File: src/rtl/cube_pkg.sv
// Shared definitions for the LED cube layer scanner: default geometry, timing and FSM encoding.
package cube_pkg;

  localparam int unsigned CUBE_N_DEF       = 4;
  localparam int unsigned BLANK_CYCLES_DEF = 500;
  localparam int unsigned SYNC_STAGES_DEF  = 2;

  typedef enum logic [1:0] {
    IDLE  = 2'd0,
    DRIVE = 2'd1,
    BLANK = 2'd2
  } scan_state_t;

  // Index width for a layer counter; never collapses to zero bits for a 1-layer cube.
  function automatic int unsigned layer_addr_bits(input int unsigned layers);
    return (layers > 1) ? $clog2(layers) : 1;
  endfunction

endpackage

File: src/rtl/refresh_edge_sync.sv
// Synchronises the refresh square wave and emits a registered one-cycle step pulse on either edge.
module refresh_edge_sync #(
  parameter int unsigned SYNC_STAGES = 2
) (
  input  logic clk,
  input  logic reset,
  input  logic level,
  output logic step
);

  localparam int unsigned ARM_CYCLES = SYNC_STAGES + 1;
  localparam int unsigned AW         = $clog2(ARM_CYCLES + 1);

  logic [SYNC_STAGES-1:0] sync;
  logic                   prev;
  logic [AW-1:0]          arm_cnt;
  logic                   armed;
  logic                   synced;

  assign synced = sync[SYNC_STAGES-1];
  assign armed  = (arm_cnt == AW'(ARM_CYCLES));

  // prev keeps tracking the synchroniser while disarmed, so a level that was
  // already high during reset is absorbed instead of reported as an edge.
  always_ff @(posedge clk) begin
    if (reset) begin
      sync    <= '0;
      prev    <= 1'b0;
      arm_cnt <= '0;
      step    <= 1'b0;
    end else begin
      sync <= {sync[SYNC_STAGES-2:0], level};
      prev <= synced;
      if (!armed) arm_cnt <= arm_cnt + AW'(1);
      step <= armed && (synced != prev);
    end
  end

endmodule

File: src/rtl/cube_layer_scanner.sv
// Scans a CUBE_N^3 LED cube layer by layer from refresh steps, with blanking between layers
// and a double-buffered frame store swapped only at frame boundaries.
module cube_layer_scanner
  import cube_pkg::*;
#(
  parameter int unsigned CUBE_N       = CUBE_N_DEF,
  parameter int unsigned BLANK_CYCLES = BLANK_CYCLES_DEF,
  parameter int unsigned SYNC_STAGES  = SYNC_STAGES_DEF
) (
  input  logic                         clk_50MHz,
  input  logic                         reset,
  input  logic                         refresh_clk,
  input  logic                         wr_en,
  input  logic [$clog2(CUBE_N+1)-1:0]  wr_layer,
  input  logic [CUBE_N*CUBE_N-1:0]     wr_data,
  input  logic                         swap_req,
  output logic                         swap_pending,
  output logic                         swap_ack,
  output logic [CUBE_N-1:0]            layer_sel,
  output logic [CUBE_N*CUBE_N-1:0]     col_data,
  output logic                         frame_start,
  output logic                         overrun
);

  localparam int unsigned LAYERS = CUBE_N;
  localparam int unsigned COLS   = CUBE_N * CUBE_N;
  localparam int unsigned AW     = layer_addr_bits(LAYERS);
  localparam int unsigned WLW    = $clog2(LAYERS + 1);
  localparam int unsigned BCW    = $clog2(BLANK_CYCLES + 1);

  scan_state_t     state;
  logic [AW-1:0]   cur_layer;
  logic [AW-1:0]   next_layer;
  logic            last_layer;
  logic [BCW-1:0]  blank_cnt;
  logic            front;
  logic            back;
  logic            step;
  logic            wr_hit;
  logic [AW-1:0]   wr_idx;
  logic [COLS-1:0] bufs [2][LAYERS];

  function automatic logic [LAYERS-1:0] onehot(input logic [AW-1:0] idx);
    logic [LAYERS-1:0] v;
    v      = '0;
    v[idx] = 1'b1;
    return v;
  endfunction

  refresh_edge_sync #(
    .SYNC_STAGES(SYNC_STAGES)
  ) u_sync (
    .clk   (clk_50MHz),
    .reset (reset),
    .level (refresh_clk),
    .step  (step)
  );

  // wr_layer is one bit wider than a layer index so out-of-range targets are
  // representable and can be rejected rather than aliased onto a real layer.
  assign wr_hit     = wr_en && (wr_layer < WLW'(LAYERS));
  assign wr_idx     = wr_layer[AW-1:0];
  assign back       = ~front;
  assign last_layer = (cur_layer == AW'(LAYERS - 1));
  assign next_layer = last_layer ? '0 : cur_layer + AW'(1);

  always_ff @(posedge clk_50MHz) begin
    if (reset) begin
      for (int unsigned b = 0; b < 2; b++) begin
        for (int unsigned l = 0; l < LAYERS; l++) begin
          bufs[b][l] <= '0;
        end
      end
    end else if (wr_hit) begin
      bufs[back][wr_idx] <= wr_data;
    end
  end

  always_ff @(posedge clk_50MHz) begin
    if (reset) begin
      state        <= IDLE;
      cur_layer    <= '0;
      blank_cnt    <= '0;
      layer_sel    <= '0;
      col_data     <= '0;
      front        <= 1'b0;
      swap_pending <= 1'b0;
      swap_ack     <= 1'b0;
      frame_start  <= 1'b0;
      overrun      <= 1'b0;
    end else begin
      frame_start <= 1'b0;
      swap_ack    <= 1'b0;
      if (swap_req) swap_pending <= 1'b1;

      unique case (state)
        IDLE: begin
          if (step) begin
            state       <= DRIVE;
            cur_layer   <= '0;
            layer_sel   <= onehot('0);
            col_data    <= bufs[front][0];
            frame_start <= 1'b1;
          end
        end

        DRIVE: begin
          if (step) begin
            state     <= BLANK;
            layer_sel <= '0;
            col_data  <= '0;
            blank_cnt <= BCW'(1);
            cur_layer <= next_layer;
            // A request landing on the swap cycle re-arms pending for the next frame.
            if (last_layer && swap_pending) begin
              front        <= ~front;
              swap_pending <= swap_req;
              swap_ack     <= 1'b1;
            end
          end
        end

        BLANK: begin
          if (step) overrun <= 1'b1;
          if (blank_cnt == BCW'(BLANK_CYCLES)) begin
            state       <= DRIVE;
            layer_sel   <= onehot(cur_layer);
            col_data    <= bufs[front][cur_layer];
            frame_start <= (cur_layer == '0);
          end else begin
            blank_cnt <= blank_cnt + BCW'(1);
          end
        end

        default: state <= IDLE;
      endcase
    end
  end

endmodule

File: config.mk
export PLATFORM = sky130hd
export DESIGN_NAME = cube_layer_scanner
export DESIGN_NICKNAME = d
export VERILOG_FILES = /design/src/rtl/cube_pkg.sv /design/src/rtl/refresh_edge_sync.sv /design/src/rtl/cube_layer_scanner.sv
export SDC_FILE = /design/constraint.sdc
export NUM_CORES = 1
export LEC_CHECK = 0
export CAP_MARGIN = 0
export CORE_ASPECT_RATIO = 1.2
export CORE_MARGIN = 1
export CORE_UTILIZATION = 33
export DETAILED_ROUTE_END_ITERATION = 16
export RECOVER_POWER = 100
export SYNTH_ARGS = -nofsm -noshare
export SYNTH_HDL_FRONTEND = slang
export SYNTH_SLANG_ARGS = --single-unit
File: constraint.sdc
create_clock -name clk_50MHz -period 1.95 [get_ports clk_50MHz]
set_input_delay 0.4875 -clock clk_50MHz [delete_from_list [all_inputs] [get_ports clk_50MHz]]
set_output_delay 0.4875 -clock clk_50MHz [all_outputs]
set_load 0.03 [all_outputs]
Word level (Yosys, flattened, before mapping)

Memories as Yosys holds them, arrays and structs flattened. A register that Yosys moved wholly into a read port is not among the register bits.
Index checks and enable logic that the tools add are counted.

Flip-flop bits (word level): 44
Bits of input ports: 24
Memories kept: 1
Output and inout bits: 24
Word-level logic and storage cells: 101
Memory bits (writable): 128

$add $sub $neg: 3
Reduce and logical (&&, ||, !) cells: 18
Bitwise gates (word level): 5
Equal/unequal tests: 10
Muxes and demuxes: 44
$lt $le $gt $ge: 6

Memories:

| memory | words | width | rd ports | clocked after memory_dff | wr ports | line                     | text |
|---|---|---|---|---|---|---|---|
| bufs   | 2     | 64    | 1        | 1                        | 2        | cube_layer_scanner.sv:41 | `logic [COLS-1:0] bufs [2][LAYERS];` |

Operator list:

| operator            | number |
|---|---|
| $mux 64             | 3 |
| $mux 16             | 6 |
| $reduce_or 64->1    | 1 |
| $pmux 16 s3         | 1 |
| $bmux 16 s2         | 1 |
| $demux 16 s2        | 1 |
| $mux 9              | 2 |
| $pmux 9 s2          | 1 |
| $mux 1              | 15 |
| $mux 2              | 6 |
| $mux 4              | 3 |
| $pmux 4 s3          | 1 |
| $reduce_and 3->1    | 4 |
| $add 9x1->9 const B | 1 |
| $eq 9x9->1 const B  | 1 |
| $eq 2x2->1 const B  | 3 |
| $ge 3x3->1 const B  | 2 |
| $not 2->3           | 2 |
| $pmux 2 s3          | 1 |
| $logic_and 1x1->1   | 5 |
| $add 2x1->2 const B | 2 |
| $logic_not 2->1     | 2 |
| $ne 2x1->1 const B  | 2 |
| $ne 2x2->1 const B  | 2 |
| other kinds (15)    | 18 |

Longest topological paths before layout

Gate-level depths: netlist of the first run.

Depth in word-level cells: 8
Depth in mapped cells: 8
Depth with buffers taken out: 6

Cells and area by module

A second synthesis of the first run with hierarchy kept.

Cells, all modules: 610
Area, all modules: 7,830.0 µm²

Modules (own cells, without submodules):

| module             | times used | area each (µm²) | seq. area each (µm²) | cells each |
|---|---|---|---|---|
| cube_layer_scanner | 1          | 7,628.6         | 4,624.4              | 594 |
| refresh_edge_sync  | 1          | 201.4           | 120.1                | 16 |

Worst setup path after synthesis of the first run

OpenSTA, ideal clock, no wires.

Path type: input to register
Start: input port wr_layer[2]
End: memory bufs[1][48] (netlist name) (enable)
Required time: 1,616 ps
Setup time: 334 ps
Data arrival time: 1,523 ps
Path buffers: 1
Slack: 93 ps
Cell stages on the path: 5
Path through: nor3b_4 and2b_1 and3_1 buf_2 or2_2

RTL lines:

| what            | line                     | text |
|---|---|---|
| start, declared | cube_layer_scanner.sv:14 | `input logic [$clog2(CUBE_N+1)-1:0] wr_layer,` |
| end, declared   | cube_layer_scanner.sv:41 |  |

Worst setup path after layout of the first run

Start: register col_data[5]
End: output port col_data[5]

RTL lines:

| what                   | line                      | text |
|---|---|---|
| start, declared        | cube_layer_scanner.sv:20  | `output logic [CUBE_N*CUBE_N-1:0] col_data,` |
| start signal, assigned | cube_layer_scanner.sv:102 | `col_data <= bufs[front][0];` |
| start signal, assigned | cube_layer_scanner.sv:128 | `col_data <= bufs[front][cur_layer];` |

No word-level cell between the ends.

==> results.toml, run 1 <==
[status]
outcome = "finished, final reports clean"

[global_route]
gr-usage-all-layers_pct = 15.3
top_usage_layer = "met2"
grt_pass1_vias = 4881
grt_max_degree = 48
met2_usage_pct = 26.7
grt_overflow = 0
antenna_found_initial = 0
gr-usage-met1_pct = 18.6
grt_pass1_wl_um = 27200
grt.met3_usage_pct = 2.84

[floorplan]
start_util_pct = 33.5
die_w_um = 142
fp.dieH_um = 170
rows = 61
dieArea_um2 = 24100
core_area_um2 = 23100
io-pin-count = 48

[timing]
fin_crit_sh_pct = 98.1
max_slew_margin_pct = 38.4
fin_worst_skew_ps = 16.3
drv_slew = 0
whs_ps = 448
finalCriticalPeriod_ps = 1910
fmax_mhz = 523
worst_pin_slew_ps = 924
rsz0062_at_grt = "false"
setup_violations = 0
final-hold-violation-count = 0

[yosys]
synth_fa_ha_area_share_pct = 1.94
synthesis.area_um2 = 7760
yosysWarnings = 0
ys_async_sr_fraction_pct = 0
synth-xor-area-share_pct = 1.13
synth-seq-area-share_pct = 61.2
synthFlopType = "edfxtp_1"
synth_top_family_by_area = "simple AND/OR/NAND/NOR gates"
syn_nets = 639
synth_compound_area_share_pct = 9.66
yosysUniqueCellTypes = 48
synth.avg_cell_area_um2 = 12.9
synthMuxAreaShare_pct = 8.79
synth-seq-cells = 173
synth_simple_gate_area_share_pct = 14.0
synth-edff-count = 128
synthCells = 603

[cells_and_area]
layout_commonest_cell = "edfxtp_1"
num_antenna_cells = 0
drive_gt1_share_pct = 13.5
instances_no_fill = 1002
area_delta_synth_final_pct = 20.7
finalInstanceArea_um2 = 9370
final_cell_mix = "edfxtp_1, and2_1, mux2i_1"
num-nets-final = 710
n_fill_cell = 2145

[route]
final_antenna_net_count = 0
drc = 0
vias_per_cell = 4.89
wl_um = 17500
first_pass_iters = 5
wl_per_cell_um = 17.5
vias = 4902
initialDrtViolationCount = 290

[worst_setup_path]
crit_required_ps = 1460
crit_type = "flop to output pin"
crit_fanout = 2
max_stage_delay_ps = 670
cp-start-kind = "flop"
cp_top_family = "buffers and inverters"
critPathBufInv = 1
endpoint_kind = "output pin"
cp_data_arrival_time_ps = 1430
crit_path_cell_trace = "clkdlybuf4s50_1"
cp_slowest_cell = "clkdlybuf4s50_1"

[cts]
insertion_delay_ps = 440
path_clk_slew_ps = 70
cts_sinks = 173
postCtsHoldBufs = 0
cts.path.max_buffers = 2
cts_tree = "built"
numCtsBuffers = 17
cts_max_level = 4
post_cts.repair.setup_buffers = 0
cts_root_buf = "clkbuf_16"

[power]
peakVddDrop_v = 0.000595
p_total_w = 0.00926
leakagePower_nw = 3.31
power_density_nw_per_um2 = 989

[place]
place_inst = 970
port_buffers = 47
place.gp.congestion = 0.794
placed_cell_area_um2 = 8900
hpwl_um = 12700

[min_path]
hp-class = "flop to flop"

[run]
cap_violations = 0
[kinds of logic after synthesis]
logic type      Yosys count
xor+xnor                 10
fa+ha+maj                12
flops                   173
compound gates          112
mux                      68
buf+inv                  48
simple gates            180
[area by class of cell]
type / count / area [µm²] / area share (%)
inverter: 10 / 37.5 / 0.401
timing repair buffer: 90 / 833 / 8.90
sequential: 173 / 4750 / 50.7
tap: 315 / 394 / 4.21
clock buffer: 17 / 425 / 4.54
multi-input combinational: 382 / 2740 / 29.3
clock inverter: 15 / 184 / 1.96
[per-stage QoR]
| stage | worst slack [ps] | setup TNS, ps | utilization [%] |
|---|---|---|---|
| 2_1_floorplan | 92.9 | 0 | - |
| 3_3_place_gp | -193 | -28880 | 38.5 |
| 6_report | 37.3 | 0 | 40.5 |
| 4_1_cts | 2.04 | 0 | 41.0 |
| 5_1_grt | 1.05 | 0 | 40.5 |
| 3_5_place_dp | -220 | -35130 | 38.5 |
[worst paths after layout]
path / startpoint / to / slack [ps] / depth (start not counted)
worst max-delay path: col_data[5] / col_data[5] / 40 / 1
worst min-delay path: u_sync.sync[0] / u_sync.sync[1] / 450 / 1
worst max register to register: state[0] / col_data[14] / 140 / 7
worst min register to register: u_sync.sync[0] / u_sync.sync[1] / 450 / 1
[flip-flops by register name (all words and copies together), names as in the netlist, named ones only]
register,cells
blank_cnt,9
u_sync.step,1
frame_start,1
bufs,128
cur_layer,2
layer_sel,4
col_data,16
swap_pending,1
overrun,1
state,2
u_sync.sync,2
u_sync.prev,1
swap_ack,1
u_sync.arm_cnt,2
front,1
[per-layer routing]
layer / share of wire [%] / vias to the layer above / routed length [µm]
met4: 1.7 / 0 / 292
met5: 0 / - / 0
met3: 3.9 / 23 / 674
li1: - / 2368 / -
met1: 43 / 2382 / 7580
met2: 51 / 129 / 8940
[synthesized netlist by cell type (2+ instances only)]
master    count  area (µm²)
nor4b_1       2        17.5
xnor2_1       6        52.6
nor2_1       37         139
dfxtp_1      45         901
and3_1        2        12.5
or2_2         5        31.3
edfxtp_1    128        3840
clkbuf_1     11        41.3
a21oi_1      27         135
o21ai_0       7        35.0
a31o_2        3        26.3
nor3_1        2        10.0
inv_1        10        37.5
a32oi_1       2        17.5
nor2b_1       5        31.3
buf_6         4        45.0
nand3_1       3        15.0
a211oi_1     17         128
a31oi_1      16         100
o311ai_0      2        17.5
mux2i_1      67         671
and2_1       98         613
nand4_1       5        31.3
xor2_1        4        35.0
nor4_1        2        12.5
nor3_4        4        65.1
nand2_1       5        18.8
buf_4         6        45.0
ha_1         12         150
a22oi_1      32         240
buf_2        17        85.1
[power breakdown]
| part | switching (W) | internal [W] | total (W) |
|---|---|---|---|
| logic | 0.000953 | 0.000572 | 0.00153 |
| registers | 0.000139 | 0.00423 | 0.00437 |
| clock network | 0.00163 | 0.00174 | 0.00337 |
| total | 0.00272 | 0.00654 | 0.00926 |
[repair_timing]
action	CTS	global route
gates cloned	0	0
resized for setup	18	4
setup endpoints to repair	31	4
[worst register-to-register path, stage by stage, from the launching register on]
cell and delay [ps]:
dfxtp_1 410, inv_1 100, ha_1 290, buf_4 200, and2_1 170, buf_12 160
a31oi_1 220, a211oi_1 110
No activity file was read; power rests on OpenSTA's default activity.
==> run 2, diff against run 1 <==
--- a/config.mk
+++ b/config.mk
@@ -11,6 +11,7 @@
 export CORE_UTILIZATION = 33
 export DETAILED_ROUTE_END_ITERATION = 16
 export RECOVER_POWER = 100
+export SETUP_SLACK_MARGIN = 0.5
 export SYNTH_ARGS = -nofsm -noshare
 export SYNTH_HDL_FRONTEND = slang
 export SYNTH_SLANG_ARGS = --single-unit
==> run 2 against run 1 <==
  * Register-to-register slack improved by 60 ps
  * Critical path depth increased by 7
  * Power increased by 6.9%
  * Via count increased by 1.7%
  * Critical endpoint is now blank_cnt[6]
==> results.toml, run 2 (synthesis results as in run 1) <==
[status]
outcome = "finished, final reports clean"

[worst_setup_path]
reg2reg_depth = 8
cp_data_arrival_time_ps = 2070
crit_path_cell_trace = "inv_4 > ha_1 > clkbuf_1 > mux2i_4 > buf_12 > nor4b_4 > xnor2_1 > nor2_1"
cp-start-kind = "flop"
endpoint_kind = "flop"
cp_slowest_cell = "dfxtp_4"
crit_type = "flop to flop"
max_stage_delay_ps = 360
crit_fanout = 5
crit_required_ps = 2270

[cells_and_area]
register_area_um2 = 4760
num-nets-final = 719
finalInstanceArea_um2 = 9780
num_antenna_cells = 0
drive_gt1_share_pct = 21.7
layout_commonest_cell = "edfxtp_1"
area_delta_synth_final_pct = 26.1
n_fill_cell = 2096
multi_input_area_um2 = 3000
top_register = "bufs"
largest_reg_flops = 128
final_cell_mix = "edfxtp_1, and2_0, mux2i_1"
reg_top3 = "bufs (128), col_data (16), blank_cnt (9)"

[timing]
finalCriticalPeriod_ps = 1750
fin_crit_sh_pct = 89.8
whs_ps = 459
final-hold-violation-count = 0
rsz0062_at_grt = "true"
setup_violations = 0
max_slew_margin_pct = 44.0
fmax_mhz = 571
worst_pin_slew_ps = 839
fin_worst_skew_ps = 8.63
setup_ws_ps = 199
drv_slew = 0

[route]
initialDrtViolationCount = 244
vias = 4984
wl_per_cell_um = 18.5
wl_um = 18700
final_antenna_net_count = 0
first_pass_iters = 4
vias_per_cell = 4.93
drc = 0

[global_route]
gr-usage-all-layers_pct = 16.2
grt_overflow = 0
grt_pass1_wl_um = 28700
grt_max_degree = 50
antenna_found_initial = 0
grt_pass1_vias = 5106

[floorplan]
die_w_um = 142
core_area_um2 = 23100
rows = 61
start_util_pct = 33.5
io-pin-count = 48
fp.dieH_um = 170
dieArea_um2 = 24100

[place]
place_ws_ps = -234
place.gp.congestion = 0.813
placed_cell_area_um2 = 8840
hpwl_um = 12100
port_buffers = 47

[run]
cap_violations = 0

[cts]
insertion_delay_ps = 440
numCtsBuffers = 17
path_clk_slew_ps = 70
postCtsHoldBufs = 0
cts_max_level = 4
cts_sinks = 173
cts_tree = "built"
cts.path.max_buffers = 2
cts_root_buf = "clkbuf_16"

[min_path]
hold_depth = 1
hp-class = "flop to flop"

[power]
peakVddDrop_v = 0.000626
leakagePower_nw = 3.39
power_density_nw_per_um2 = 1010
-- run 2: cell types whose count changed in the layout (fill, tap and decap cells not counted), sizes merged --
cell           change
bufinv             +3
clkinvlp           +1
or2                +2
clkdlybuf4s50      -6
buf               +19
dlygate4sd3        -1
dlygate4sd2       -16
clkinv             -1
dlymetal6s2s       +1
clkbuf            +10
inv                -3
-- run 2: area by class of cell --
cell class                      count  area share, %
Timing Repair Buffer               97           9.89
Sequential cell                   173           48.7
Clock inverter                     15           1.89
Inverter                           10          0.461
Multi-Input combinational cell    384           30.7
Clock buffer                       17           4.35
Tap cell                          315           4.03
-- run 2: path summary, 6_finish.rpt --
kind                       start             end  slack (ps)
setup / recovery        state[1]    blank_cnt[6]         200
hold / removal    u_sync.sync[0]  u_sync.sync[1]         460
setup reg to reg        state[1]    blank_cnt[6]         200
hold reg to reg   u_sync.sync[0]  u_sync.sync[1]         460
-- run 2: per-layer routing --
metal	up-vias	share of wire [%]	global-route usage (%)
met5	-	0	0
li1	2389	-	-
met4	0	3.3	7.99
met2	133	52	28.7
met3	46	4.7	3.60
met1	2416	40	18.3
-- run 2: timing repair --
item | CTS | global route
resized for setup | 204 | 56
endpoints found under the setup margin | 265 | 131
pin swaps | 25 | 13
buffers inserted | 18 | 2
cloned | 4 | 1
-- run 2: stage by stage --
step / TNS (ps) / instances / power [W] / utilization [%]
2_1_floorplan: 0 / 603 / 0.00560 / -
3_3_place_gp: -28740 / 954 / 0.00619 / 38.2
5_1_grt: 0 / 1011 / 0.0102 / 42.3
6_report: 0 / 1011 / 0.00990 / 42.3
3_5_place_dp: -30410 / 954 / 0.00624 / 38.2
4_1_cts: 0 / 1008 / 0.0100 / 42.4
-- run 2: report_power, final --
part | switching (W) | total [W] | internal [W]
Clock | 0.00147 | 0.00350 | 0.00203
Combinational | 0.00110 | 0.00198 | 0.000879
Sequential | 0.000177 | 0.00441 | 0.00424
Total | 0.00275 | 0.00990 | 0.00715
-- run 2: critical path: cells and delay by family, from the launching register on --
kind          cells  cell delay, ps
buf+inv           3             370
flops             1             360
simple gates      2             340
fa+ha+maj         1             210
mux               1             210
xor+xnor          1             150
